## config.mk

```make
export PLATFORM = sky130hd
export DESIGN_NAME = reg_ctrl_master
export DESIGN_NICKNAME = d
export VERILOG_FILES = /design/src/rtl/reg_ctrl_master.sv
export SDC_FILE = /design/constraint.sdc
export NUM_CORES = 1
export LEC_CHECK = 0
export CAP_MARGIN = 15
export CORE_MARGIN = 2
export CORE_UTILIZATION = 47
export DETAILED_ROUTE_END_ITERATION = 8
export GPL_TIMING_DRIVEN = 0
export PLACE_DENSITY = 0.85
export SLEW_MARGIN = 20
export SYNTH_ARGS = -nofsm -noshare
export SYNTH_HDL_FRONTEND = slang
export SYNTH_SLANG_ARGS = --single-unit
```

## constraint.sdc

```tcl
create_clock -name clk -period 2.65 [get_ports clk]
set_clock_uncertainty 0.05 [all_clocks]
set_input_delay 0.53 -clock clk [delete_from_list [all_inputs] [get_ports clk]]
set_output_delay 0.53 -clock clk [all_outputs]
set_load 0.02 [all_outputs]
```

## src/rtl/reg_ctrl_master.sv

```systemverilog
`default_nettype none
// ============================================================================
// Module      : reg_ctrl_master
// Description : Register-control bus initiator. Takes one command at a time on
//               a valid/ready port, drives sel/wr/addr/wdata to the register
//               block, waits out the read recovery cycle, and returns the
//               result on a valid/ready response port. A timeout converts a
//               responder that never raises ready into an error response.
// Revision    : 1.0 - initial release
// ============================================================================
module reg_ctrl_master #(
  parameter int ADDR_WIDTH = 8,
  parameter int DATA_WIDTH = 16,
  parameter int TIMEOUT    = 15
) (
  input  logic                  clk,
  input  logic                  rstn,
  input  logic                  cmd_valid,
  output logic                  cmd_ready,
  input  logic                  cmd_wr,
  input  logic [ADDR_WIDTH-1:0] cmd_addr,
  input  logic [DATA_WIDTH-1:0] cmd_wdata,
  output logic                  rsp_valid,
  input  logic                  rsp_ready,
  output logic                  rsp_wr,
  output logic [DATA_WIDTH-1:0] rsp_rdata,
  output logic                  rsp_err,
  output logic                  sel,
  output logic                  wr,
  output logic [ADDR_WIDTH-1:0] addr,
  output logic [DATA_WIDTH-1:0] wdata,
  input  logic [DATA_WIDTH-1:0] rdata,
  input  logic                  ready
);

  localparam logic [1:0] S_IDLE   = 2'd0;
  localparam logic [1:0] S_REQ    = 2'd1;
  localparam logic [1:0] S_RDWAIT = 2'd2;
  localparam logic [1:0] S_RESP   = 2'd3;

  // Counter must be able to hold TIMEOUT; it is compared against TIMEOUT-1
  // so that the edge that would reach TIMEOUT is the one that gives up.
  localparam int               CNT_W    = (TIMEOUT < 2) ? 1 : $clog2(TIMEOUT + 1);
  localparam logic [CNT_W-1:0] CNT_LAST = CNT_W'(TIMEOUT - 1);

  logic [1:0]            state, state_nx;
  logic [CNT_W-1:0]      cnt, cnt_nx;
  logic                  sel_nx, wr_nx;
  logic [ADDR_WIDTH-1:0] addr_nx;
  logic [DATA_WIDTH-1:0] wdata_nx;
  logic                  rsp_valid_nx, rsp_wr_nx, rsp_err_nx;
  logic [DATA_WIDTH-1:0] rsp_rdata_nx;
  logic                  timeout_hit;

  assign timeout_hit = (cnt == CNT_LAST);

  // State register; reset aborts any command in flight.
  always_ff @(posedge clk or negedge rstn) begin
    if (!rstn) state <= S_IDLE;
    else       state <= state_nx;
  end

  // Next-state decode.
  always_comb begin
    state_nx = state;
    case (state)
      S_IDLE:   if (cmd_valid) state_nx = S_REQ;
      S_REQ: begin
        if (ready)            state_nx = wr ? S_RESP : S_RDWAIT;
        else if (timeout_hit) state_nx = S_RESP;
      end
      S_RDWAIT: state_nx = S_RESP;
      S_RESP:   if (rsp_ready) state_nx = S_IDLE;
      default:  state_nx = S_IDLE;
    endcase
  end

  // Output decode: command handshake plus next values for registered outputs.
  // The latched command type lives in wr while in REQ, so it doubles as the
  // type echoed on a timeout.
  always_comb begin
    cmd_ready    = (state == S_IDLE);
    sel_nx       = sel;
    wr_nx        = wr;
    addr_nx      = addr;
    wdata_nx     = wdata;
    rsp_valid_nx = rsp_valid;
    rsp_wr_nx    = rsp_wr;
    rsp_rdata_nx = rsp_rdata;
    rsp_err_nx   = rsp_err;
    cnt_nx       = cnt;
    case (state)
      S_IDLE: begin
        if (cmd_valid) begin
          sel_nx   = 1'b1;
          wr_nx    = cmd_wr;
          addr_nx  = cmd_addr;
          wdata_nx = cmd_wdata;
          cnt_nx   = '0;
        end
      end
      S_REQ: begin
        if (ready) begin
          if (wr) begin
            sel_nx       = 1'b0;
            wr_nx        = 1'b0;
            rsp_valid_nx = 1'b1;
            rsp_wr_nx    = 1'b1;
            rsp_rdata_nx = '0;
            rsp_err_nx   = 1'b0;
          end
        end else if (timeout_hit) begin
          sel_nx       = 1'b0;
          wr_nx        = 1'b0;
          rsp_valid_nx = 1'b1;
          rsp_wr_nx    = wr;
          rsp_rdata_nx = '0;
          rsp_err_nx   = 1'b1;
          cnt_nx       = cnt + CNT_W'(1);
        end else begin
          cnt_nx = cnt + CNT_W'(1);
        end
      end
      S_RDWAIT: begin
        // Read data is valid only now; the responder's ready dip is ignored.
        sel_nx       = 1'b0;
        rsp_valid_nx = 1'b1;
        rsp_wr_nx    = 1'b0;
        rsp_rdata_nx = rdata;
        rsp_err_nx   = 1'b0;
      end
      S_RESP: begin
        if (rsp_ready) rsp_valid_nx = 1'b0;
      end
      default: ;
    endcase
  end

  // Registered bus and response outputs.
  always_ff @(posedge clk or negedge rstn) begin
    if (!rstn) begin
      sel       <= 1'b0;
      wr        <= 1'b0;
      addr      <= '0;
      wdata     <= '0;
      rsp_valid <= 1'b0;
      rsp_wr    <= 1'b0;
      rsp_rdata <= '0;
      rsp_err   <= 1'b0;
      cnt       <= '0;
    end else begin
      sel       <= sel_nx;
      wr        <= wr_nx;
      addr      <= addr_nx;
      wdata     <= wdata_nx;
      rsp_valid <= rsp_valid_nx;
      rsp_wr    <= rsp_wr_nx;
      rsp_rdata <= rsp_rdata_nx;
      rsp_err   <= rsp_err_nx;
      cnt       <= cnt_nx;
    end
  end

endmodule
`default_nettype wire

```

==> results.ini <==
[logic_synthesis]
ys_seq_elements = 51
synthFlopType = dfrtp_1
yosysTopAreaCell = dfrtp_1
synth_top_family_by_area = multiplexers
syn_area_um2 = 2430
synth.area.top_cells = dfrtp_1 (52%), mux2_2 (13%), mux2i_1 (7.8%)
yosys.area_share.simple_pct = 8.85
ys_seq_area_share_pct = 52.5
yosysWarnings = 0
synth-edff-count = 0
ys_types = 35
postSynth.asyncResetShare_pct = 100
avgSynthCellArea_um2 = 12.0
synth-xor-area-share_pct = 0
syn_inst = 203
synthMuxAreaShare_pct = 20.3
synth_nets = 257
synth_top_area_share_pct = 52.5
synth_compound_area_share_pct = 6.59
synthAdderAreaFrac_pct = 4.12

[cts]
cts_hold_buffers = 0
cts_tree = yes
cts_resized = 0
cts_made_buffers = 5
cts_buffer_depth = 2
post-cts-setup-buffers = 0
htreeDepth = 2
clk_latency_ns = 0.29
path_clk_slew_ns = 0.09
clkSinkCount = 51
cts-root-buf = clkbuf_8

[critical_path]
end_kind = output pin
crit_fanout = 6
crit_arrival_ns = 1.73
worstPathRequired_ns = 2.07
path_class = flip-flop to output pin
r2r_slack_ns = 0.64
crit_path_start_kind = flip-flop

[routing]
drtIter0Drc = 35
wl_per_cell_um = 13.3
routed_wl_mm = 4.95
vias_per_cell = 4.86
drcViolationCount = 0
vias = 1809
postRouteAntennaNets = 0
dr.pass1.iters = 4

[global_routing]
grt_pass1_vias = 1869
grt_overflow = 0
grt_pass1_wl_mm = 8.30
grt_max_degree = 52
antenna_found_initial = 0
track_usage_pct = 17.5

[place]
io_buffers = 91
place_inst = 364
place_area_um2 = 3430
place_ws_ns = 0.453
hpwl_mm = 3.66
place.gp.congestion = 0.771

[power_and_ir_drop]
leakagePower_nw = 1.54
vdd_drop_max_v = 0.000735
p_per_area_nw_per_um2 = 1150

[timing]
rsz0062_at_grt = false
setup_viol = 0
hold_viol = 0
whs_ns = 0.202
max_freq_mhz = 433
slew_violations = 0
min_period_ns = 2.31
tightest_slew_ns = 0.642
max_slew_margin_pct = 57.2
period_share_pct = 87.2
setup_slack_ns = 0.339

[min_path]
hold_class = primary input to asynchronous set/reset pin

[flow_run]
cap_viol_max_count = 0

[layout]
finalInstanceArea_um2 = 3510
diodes = 0
fin_cells = 372
utilization_pct = 69.7
sequential_cell_area_um2 = 1280
n_fill_cell = 398
area_delta_synth_final_pct = 44.5
layout.nets = 355
multi_input_area_um2 = 970
drive_above_1_share_pct = 16.2

[outcome]
status = completed

[floorplanning]
initial_core_util_pct = 48.2
rows = 26
fp.dieH_um = 75.9
die_x_um = 75.9
fp.dieArea_um2 = 5760
core_area_um2 = 5040
ios = 92

placed cells by master, fill, tap and decap left out, types with 2 or more instances in the layout:
master           count
o2bb2ai_1            2
mux2i_1             19
buf_2                3
a211o_1              2
dfrtp_1             51
buf_4                2
clkbuf_1             3
inv_1               27
and3b_1              2
nor2_1               7
o22ai_1              2
nor2b_1              3
buf_6                3
nand2_1             21
o221ai_1             2
clkdlybuf4s50_1     90
a21oi_1              3
nand2b_1             2
clkbuf_8             5
mux2_2              27
ha_1                 8
worst max-delay path: stages (launching register included):
cell and delay, ns:
dfrtp_1 0.45, inv_1 0.16, ha_1 0.22, clkdlybuf4s50_1 0.62
final timing paths:
check	startpoint	depth (start not counted)	endpoint
hold / removal	rstn	1	wdata[12]$_DFFE_PN0P_
min in group clk	addr[3]$_DFFE_PN0P_	1	addr[3]$_DFFE_PN0P_
setup / recovery	state[0]$_DFFE_PN0P_	3	cmd_ready
setup reg to reg	state[0]$_DFFE_PN0P_	7	sel$_DFFE_PN0P_
hold reg to reg	addr[3]$_DFFE_PN0P_	1	addr[3]$_DFFE_PN0P_
max in group asynchronous	rstn	1	rsp_rdata[5]$_DFFE_PN0P_
cells by family after synthesis:
family | after synthesis
compound gates | 19
fa+ha+maj | 8
buf+inv | 37
flops | 51
mux | 46
simple gates | 42
power by group:
group | total (mW) | internal [mW] | switching, mW
clock | 0.430 | 0.185 | 0.245
sequential | 1.29 | 1.10 | 0.190
combinational | 2.33 | 1.23 | 1.10
registers in the layout, summed over array words and instances (netlist names):
register   count
rsp_rdata     16
wdata         16
addr           8
cnt            4
state          2
rsp_err        1
rsp_valid      1
rsp_wr         1
sel            1
wr             1
synthesized netlist by cell type (all sizes together), types with 2 or more instances:
| master | instances |
|---|---|
| dfrtp | 51 |
| inv | 27 |
| mux2 | 27 |
| nand2 | 21 |
| mux2i | 19 |
| buf | 8 |
| ha | 8 |
| nor2 | 7 |
| a21oi | 3 |
| nor2b | 3 |
| a211o | 2 |
| a311oi | 2 |
| and3b | 2 |
| clkbuf | 2 |
| nand2b | 2 |
| nand4b | 2 |
| o221ai | 2 |
| o22ai | 2 |
| o2bb2ai | 2 |
per-stage QoR:
stage                     power [mW]  setup TNS [ns]
after CTS                       4.10               0
final                           4.05               0
after detailed placement        3.66               0
after floorplan                 2.77               0
after global placement          3.62          -26.59
after global routing            4.30               0
final cells by class:
type	instances	area share, %
multi-input cells	115	27.6
well taps	70	2.49
clock buffers	6	2.07
repair buffers	91	25.9
inverters	27	2.89
plain buffers	10	2.39
clock inverters	2	0.356
flip-flops and latches	51	36.3
layer usage:
| layer | part of all wire, % | GRT usage (%) |
|---|---|---|
| met1 | 44 | 21.7 |
| met2 | 48 | 30.2 |
| met3 | 6.7 | 4.64 |
| met4 | 0.69 | 4.91 |
| met5 | 0 | 0 |
Power figures use the tool's default switching activity.
